===== config.mk =====
export PLATFORM = sky130hd
export DESIGN_NAME = calc_cmd_feeder
export DESIGN_NICKNAME = d
export VERILOG_FILES = /design/src/rtl/calc_cmd_feeder.sv
export SDC_FILE = /design/constraint.sdc
export NUM_CORES = 1
export LEC_CHECK = 0
export ABC_AREA = 1
export BUFFER_PORTS_ARGS = -buffer_cell sky130_fd_sc_hd__buf_2
export CAP_MARGIN = 30
export CORE_MARGIN = 2
export CORE_UTILIZATION = 60
export CTS_BUF_LIST = sky130_fd_sc_hd__clkbuf_2 sky130_fd_sc_hd__clkbuf_4 sky130_fd_sc_hd__clkbuf_8
export CTS_CLUSTER_SIZE = 16
export DETAILED_ROUTE_END_ITERATION = 6
export HOLD_SLACK_MARGIN = 0.15
export PLACE_DENSITY = 0.78
export SETUP_SLACK_MARGIN = 0.2
export SYNTH_ARGS = -nofsm -noshare
export SYNTH_HDL_FRONTEND = slang
export SYNTH_SLANG_ARGS = --single-unit

===== constraint.sdc =====
create_clock -name clk -period 2.9 [get_ports clk]
set_input_delay 0.145 -clock clk [delete_from_list [all_inputs] [get_ports clk]]
set_output_delay 0.145 -clock clk [all_outputs]
set_load 0.01 [all_outputs]

===== src/rtl/calc_cmd_feeder.sv =====
// Command feeder for a stack-style queue calculator.
// Buffers upstream commands in a small FIFO, pre-checks each head command
// against a model of the calculator's occupancy, issues legal commands one
// at a time and confirms the calculator's response before issuing the next.
module calc_cmd_feeder #(
    parameter int WIDTH      = 8,
    parameter int QUEUE_SIZE = 5,
    parameter int DEPTH      = 4
) (
    input  logic             clk,
    input  logic             reset,
    input  logic [WIDTH-1:0] s_data,
    input  logic [2:0]       s_op,
    input  logic             s_valid,
    output logic             s_ready,
    output logic [WIDTH-1:0] in,
    output logic [2:0]       op,
    output logic             apply,
    input  logic             calc_valid,
    input  logic             calc_empty,
    output logic [2:0]       level,
    output logic             rejected,
    output logic             fault,
    output logic [7:0]       issued_cnt,
    output logic [7:0]       reject_cnt
);

    localparam int AW = (DEPTH > 1) ? $clog2(DEPTH) : 1;
    localparam int CW = $clog2(DEPTH + 1);
    localparam int EW = WIDTH + 3;

    typedef enum logic [1:0] {IDLE, ISSUE, WAIT, HALT} state_t;

    state_t           state_q, state_d;
    logic [EW-1:0]    fifo_mem_q [DEPTH];
    logic [AW-1:0]    wr_ptr_q, rd_ptr_q;
    logic [CW-1:0]    count_q;
    logic [WIDTH-1:0] in_q, in_d;
    logic [2:0]       op_q, op_d;
    logic             apply_q, apply_d;
    logic [2:0]       level_q, level_d;
    logic             rejected_q, rejected_d;
    logic             fault_q, fault_d;
    logic [7:0]       issued_q, issued_d;
    logic [7:0]       reject_q, reject_d;

    logic             fifo_full, fifo_empty, wr_en, pop, flush, head_illegal;
    logic [EW-1:0]    head;
    logic [2:0]       head_op;
    logic [WIDTH-1:0] head_data;

    assign fifo_full  = (count_q == CW'(DEPTH));
    assign fifo_empty = (count_q == '0);
    assign s_ready    = !fifo_full && (state_q != HALT);
    assign wr_en      = s_valid && s_ready;
    assign head       = fifo_mem_q[rd_ptr_q];
    assign head_op    = head[2:0];
    assign head_data  = head[EW-1:3];

    assign in         = in_q;
    assign op         = op_q;
    assign apply      = apply_q;
    assign level      = level_q;
    assign rejected   = rejected_q;
    assign fault      = fault_q;
    assign issued_cnt = issued_q;
    assign reject_cnt = reject_q;

    // Decide whether the head command could be executed at the current occupancy.
    always_comb begin
        head_illegal = 1'b0;
        case (head_op)
            3'd0:    head_illegal = (level_q == 3'(QUEUE_SIZE));
            3'd1:    head_illegal = (level_q == 3'd0);
            3'd7:    head_illegal = 1'b1;
            default: head_illegal = (level_q < 3'd2);
        endcase
    end

    // FIFO storage: plain write port, no reset needed on the data array.
    always_ff @(posedge clk) begin
        if (wr_en) begin
            fifo_mem_q[wr_ptr_q] <= {s_data, s_op};
        end
    end

    // FIFO pointers and occupancy; a flush wins over any write in the same cycle.
    always_ff @(posedge clk) begin
        if (reset || flush) begin
            wr_ptr_q <= '0;
            rd_ptr_q <= '0;
            count_q  <= '0;
        end else begin
            if (wr_en) begin
                wr_ptr_q <= (wr_ptr_q == AW'(DEPTH - 1)) ? '0 : wr_ptr_q + AW'(1);
            end
            if (pop) begin
                rd_ptr_q <= (rd_ptr_q == AW'(DEPTH - 1)) ? '0 : rd_ptr_q + AW'(1);
            end
            case ({wr_en, pop})
                2'b10:   count_q <= count_q + CW'(1);
                2'b01:   count_q <= count_q - CW'(1);
                default: count_q <= count_q;
            endcase
        end
    end

    // Control state and registered outputs.
    always_ff @(posedge clk) begin
        if (reset) begin
            state_q    <= IDLE;
            in_q       <= '0;
            op_q       <= '0;
            apply_q    <= 1'b0;
            level_q    <= '0;
            rejected_q <= 1'b0;
            fault_q    <= 1'b0;
            issued_q   <= '0;
            reject_q   <= '0;
        end else begin
            state_q    <= state_d;
            in_q       <= in_d;
            op_q       <= op_d;
            apply_q    <= apply_d;
            level_q    <= level_d;
            rejected_q <= rejected_d;
            fault_q    <= fault_d;
            issued_q   <= issued_d;
            reject_q   <= reject_d;
        end
    end

    // Next-state logic: pre-check/pop in IDLE, strobe in ISSUE, verify in WAIT.
    always_comb begin
        state_d    = state_q;
        in_d       = in_q;
        op_d       = op_q;
        apply_d    = 1'b0;
        level_d    = level_q;
        rejected_d = rejected_q;
        fault_d    = fault_q;
        issued_d   = issued_q;
        reject_d   = reject_q;
        pop        = 1'b0;
        flush      = 1'b0;
        case (state_q)
            IDLE: begin
                if (!fifo_empty) begin
                    pop = 1'b1;
                    if (head_illegal) begin
                        rejected_d = 1'b1;
                        reject_d   = (reject_q == 8'hFF) ? reject_q : reject_q + 8'd1;
                    end else begin
                        in_d    = head_data;
                        op_d    = head_op;
                        apply_d = 1'b1;
                        state_d = ISSUE;
                    end
                end
            end
            ISSUE: begin
                state_d = WAIT;
            end
            WAIT: begin
                if (!calc_valid) begin
                    fault_d = 1'b1;
                    flush   = 1'b1;
                    state_d = HALT;
                end else begin
                    level_d  = (op_q == 3'd0) ? level_q + 3'd1 : level_q - 3'd1;
                    issued_d = issued_q + 8'd1;
                    if (calc_empty != (level_d == 3'd0)) begin
                        fault_d = 1'b1;
                        flush   = 1'b1;
                        state_d = HALT;
                    end else begin
                        state_d = IDLE;
                    end
                end
            end
            default: begin
                flush = 1'b1;
            end
        endcase
    end

endmodule


=== Word-level counts from Yosys, hierarchy flattened ===
Memories as Yosys holds them, arrays and structs flattened. A register that Yosys moved wholly into a read port is not among the register bits.
Cells that the tools add are included.

* Word-level logic and storage cells: 84
* Bits of input ports: 16
* Memories kept: 1
* RAM bits: 44
* Bits in registers: 42

{| class="wikitable"
|+ Memory list
! name !! words !! bits a word !! read ports !! clocked after Yosys merged registers in !! wr ports !! RTL line !! text
|-
| fifo_mem_q || 4 || 11 || 1 || 1 || 1 || 35 || <nowiki>logic [EW-1:0] fifo_mem_q [DEPTH];</nowiki>
|}

* Bitwise logic cells: 4
* Muxes and demuxes: 22
* Equality and inequality tests: 16
* $add $sub $neg: 8
* Magnitude comparators: 1
* Reductions and logical operators: 20

{| class="wikitable"
|+ Operators with widths
! kind !! number
|-
| 8-bit by 1-bit adder with 8-bit output, second input constant || 2
|-
| 2-bit two-way mux || 8
|-
| 3-bit zero test || 5
|-
| 3-bit equality test, second input constant || 3
|-
| 1-bit two-way mux || 9
|-
| 3-bit AND reduction || 3
|-
| 2-bit equality test, second input constant || 4
|-
| 8-bit equality test, second input constant || 1
|-
| 3-bit by 1-bit adder with 3-bit output, second input constant || 2
|-
| 2-bit inequality test, second input constant || 3
|-
| 2-bit one-hot mux with 3 select lines || 1
|-
| 3-bit one-hot mux with 2 select lines || 1
|-
| 3-bit by 1-bit subtractor with 3-bit output, second input constant || 2
|-
| 2-bit by 1-bit adder with 2-bit output, second input constant || 2
|-
| 2-bit by 1-bit equality test with 1-bit output, second input constant || 2
|-
| 1-bit NOT || 4
|-
| 2-bit AND reduction || 2
|-
| 4-bit AND reduction || 1
|-
| 3-bit by 1-bit equality test with 1-bit output, second input constant || 1
|-
| 3-bit by 2-bit < comparator with 1-bit output, second input constant || 1
|-
| 3-bit two-way mux || 1
|-
| 1-bit one-hot mux with 3 select lines || 1
|-
| 3-bit nonzero test || 1
|-
| 3-bit OR reduction || 1
|-
| 9 further kinds || 10
|}

=== Depth between registers and ports, before layout ===
* Word-level depth: 9
* Depth in mapped cells: 15
* Mapped depth without buffers: 15

=== Least setup slack after synthesis ===
No wires, ideal clock.

* Path type: flip-flop to flip-flop
* Start point: reg state_q[0]
* End point: reg count_q[2]
* Path buffers: 1
* Cell stages (with the launch flop): 13
* Path slack: 0.615 ns
* Arrival time: 2.153 ns
* Library setup time: 0.132 ns
* Cell sequence: dfxtp_1 inv_1 ha_1 inv_1 nor2_2 clkbuf_1 ha_1 inv_1 fa_1 a21oi_1 o21ai_0 xor2_1 nor2_1

* Elaborated cells on any way between the ends: 14
* Those cells by class: 5 x eq/ne; 3 x mux; 6 x reduce/logical

{| class="wikitable"
|+ RTL lines
! element !! RTL line !! text
|-
| start, declared || 34 || <nowiki>state_t state_q, state_d;</nowiki>
|-
| start signal, assigned || 121 || <nowiki>state_q <= state_d;</nowiki>
|-
| 2-bit zero test (*) || 146 || <nowiki>case (state_q)</nowiki>
|-
| 1-bit two-way mux (*) || 146 ||
|-
| named net pop || 47 || <nowiki>logic fifo_full, fifo_empty, wr_en, pop, flush, head_illegal;</nowiki>
|-
| 2-bit by 1-bit equality test with 1-bit output / 2-bit equality test (equally long branches) || 100 || <nowiki>case ({wr_en, pop})</nowiki>
|-
| 3-bit one-hot mux with 2 select lines / 2-bit nonzero test (equally long branches) || n/a ||
|-
| end signal, assigned || 101 || <nowiki>2'b10: count_q <= count_q + CW'(1);</nowiki>
|-
| end signal, assigned || 102 || <nowiki>2'b01: count_q <= count_q - CW'(1);</nowiki>
|-
| end signal, assigned || 103 || <nowiki>default: count_q <= count_q;</nowiki>
|-
| end, declared || 37 || <nowiki>logic [CW-1:0] count_q;</nowiki>
|}

Mark *: on every way through the listed nets, which the timed path passes. The rest lies on a longest branch.
A chain may end at the register's enable or synchronous reset.

==> results.ini <==
[sta]
worst_pin_slew_ns=0.648
hold_viol=0
relSlewSlack_pct=56.6
rsz0062_at_grt=false
skew_ns=0.0146
fin_tns_setup_ns=0
fmax_mhz=447
fin_crit_ns=2.24
min_period_over_period_pct=77.1
slew_violations=0
setup_viol=0

[floorplan]
die_h_um=84.9
start_util_pct=61.9
num_rows=29
dieArea_mm2=0.00721
die_w_um=84.9
io_pins=50
core_mm2=0.00635

[clock_tree]
clockBufferDepth=2
cts_tree=yes
cts_root_buffer=clkbuf_8
cts_resized=0
cts.sinks=88
cts_hold_buf=12
numCtsBuffers=9
clk_latency_ns=0.36
postCtsSetupBuffers=0
clkSlewWorstSetupHoldPaths_ns=0.09
cts_max_level=3

[worst_hold_path]
hold_class=input port to flip-flop
hold_path_depth=4
hold-path-endpoint=fault$_SDFFE_PP0P_
hold_start=calc_valid

[routing]
routed-via-count=2992
drtAntennaViolNets=0
drt_iter0_drc=221
drc=0
vias_per_cell=5.30
drt_pass1_iterations=4
drt_wl_total_mm=7.63
post_drt_wl_per_cell_um=13.5

[synthesis]
synth_area_mm2=0.00393
seq_area_frac_synth_pct=56.1
yosysUniqueCellTypes=31
syn_inst=417
synth_nets=449
yosysWarningCount=0
avgSynthCellArea_um2=9.42
synth-seq-cells=88

[cells_and_area]
drive_gt1_share_pct=21.1
nets=515
area_growth_pct=16.4
n_antenna_cell=0
final_util_pct=72.0

[global_routing]
antenna_found_initial=0
grt_pass1_vias=2950
grt_usage_pct=22.9
grt_pass1_wl_mm=13.1
overflow=0
grt_max_degree=27

[run]
max-cap-violations=0

[critical_path]
worst-setup-path-type=flip-flop to flip-flop
reg2reg_slack_ns=0.66
crit_required_ns=3.18
cp_data_arrival_time_ns=2.52
rr_worst_depth=14
cp-start-kind=flip-flop
rr_startpoint=op[2]$_SDFFE_PP0P_
cp_max_fo=7
endpoint_kind=flip-flop

[placed_design]
gp_congestion=0.801
portBuffers=49
hpwl_mm=5.23

[run_status]
status=finished, final reports clean

[power]
p_leak_nw=1.93
power_density_mw_per_mm2=835
ir_drop_mv=0.617

## layout make-up
class | instances | area (um2)
clock buffers | 9 | 124
multi-input cells | 275 | 1500
fillers | 511 | 1780
flip-flops and latches | 88 | 2200
repair buffers | 68 | 418
well taps | 77 | 96.3
clock inverters | 7 | 81.3
inverters | 41 | 154
## cell usage after synthesis
| master | number | area [um2] |
|---|---|---|
| nand2_1 | 89 | 334 |
| dfxtp_1 | 44 | 881 |
| edfxtp_1 | 44 | 1320 |
| nor2_1 | 39 | 146 |
| inv_1 | 38 | 143 |
| o21ai_0 | 26 | 130 |
| a21oi_1 | 24 | 120 |
| nand3_1 | 18 | 90.1 |
| ha_1 | 14 | 175 |
| nand2_2 | 12 | 75.1 |
| a21oi_2 | 10 | 87.6 |
| nand4_1 | 9 | 56.3 |
| o22ai_1 | 8 | 50.1 |
| clkbuf_1 | 7 | 26.3 |
| nor3_1 | 6 | 30.0 |
| xor2_1 | 5 | 43.8 |
| inv_2 | 3 | 11.3 |
| buf_2 | 2 | 10.0 |
| buf_4 | 2 | 15.0 |
| buf_6 | 2 | 22.5 |
| fa_1 | 2 | 40.0 |
| nand2_4 | 2 | 22.5 |
| nand3_2 | 2 | 20.0 |
| xnor2_1 | 2 | 17.5 |
| a31oi_1 | 1 | 6.26 |
| and3_1 | 1 | 6.26 |
| nand3_4 | 1 | 17.5 |
| nor2_2 | 1 | 6.26 |
| nor3b_1 | 1 | 7.51 |
| o211ai_1 | 1 | 7.51 |
| o21a_1 | 1 | 7.51 |
## per-layer routing
metal	track usage (%)	up-vias	share of wire, %
met4	6.93	0	0.93
met1	30.0	1398	46
met5	0	-	0
li1	-	1527	-
met2	38.4	60	49
met3	5.25	7	4.1
## cells by family after synthesis
kind of cell / count (synthesis) / share of synthesized area, %
AND/OR/NAND/NOR: 181 / 20.7
flip-flops: 88 / 56.1
AO/OA/AOI/OAI: 71 / 10.4
buffers and inverters: 54 / 5.80
adder cells (fa/ha/maj): 16 / 5.48
XOR/XNOR: 7 / 1.56
## worst max path at each step
stage	from	to	slack, ns	cells past startpoint
4_1_cts	op[2]$_SDFFE_PP0P_	flip-flop	0.69	14
6_report	op[2]$_SDFFE_PP0P_	flip-flop	0.66	14
3_5_place_dp	op[2]$_SDFFE_PP0P_	rd_ptr_q[0]$_SDFFE_PP0P_	0.72	14
3_3_place_gp	op[2]$_SDFFE_PP0P_	flip-flop	0.82	14
5_1_grt	op[2]$_SDFFE_PP0P_	flip-flop	0.43	14
2_1_floorplan	state_q[0]$_SDFFE_PP0P_	count_q[2]$_SDFFE_PP0P_	0.62	12
## power by group
group,total (mW),internal [mW],switching [mW]
clock,0.842,0.345,0.497
sequential,1.62,1.51,0.106
combinational,1.36,0.455,0.905
## placed cells by master, fill, tap and decap left out, drive strengths merged
cell,count
nand3,21
fa,2
inv,45
ha,14
nand4,9
nor3b,1
nor3,6
o22ai,8
o21a,1
xor2,5
dfxtp,44
nand2,103
edfxtp,44
nor2,40
o21ai,26
and3,1
xnor2,2
dlygate4sd3,12
a31oi,1
clkinv,3
o211ai,1
buf,56
a21oi,34
clkbuf,9
## metrics by stage
step | power (mW) | cells | hold WS (ns) | instance area [um2] | setup slack, ns
after CTS | 3.84 | 565 | 0.174 | 4570 | 0.693
after global routing | 4.09 | 565 | 0.236 | 4570 | 0.431
final | 3.82 | 565 | 0.188 | 4570 | 0.663
after global placement | 2.93 | 537 | 0.357 | 4250 | 0.818
after floorplan | 2.64 | 417 | 0.244 | 3930 | 0.615
after detailed placement | 2.99 | 537 | 0.362 | 4250 | 0.717
## flip-flops by register name (all words and copies together), names as in the netlist, 3 cells and up, named ones only
name / count
fifo_mem_q: 44
in: 8
issued_cnt: 8
reject_cnt: 8
count_q: 3
level: 3
op: 3
## critical path, cell delays in order (launching register included)
cell and delay [ns]:
dfxtp_1 0.34, nor2_1 0.11, nand2_1 0.11, fa_1 0.42
inv_1 0.10, nand2_1 0.05, nand2_1 0.06, nand2_1 0.04
nand2_1 0.10, nand2_1 0.06, nand2_1 0.05, nand3_1 0.06
nand2_1 0.11, o211ai_1 0.28, a21oi_1 0.25
Note: power is estimated with default switching activity, not from simulation.
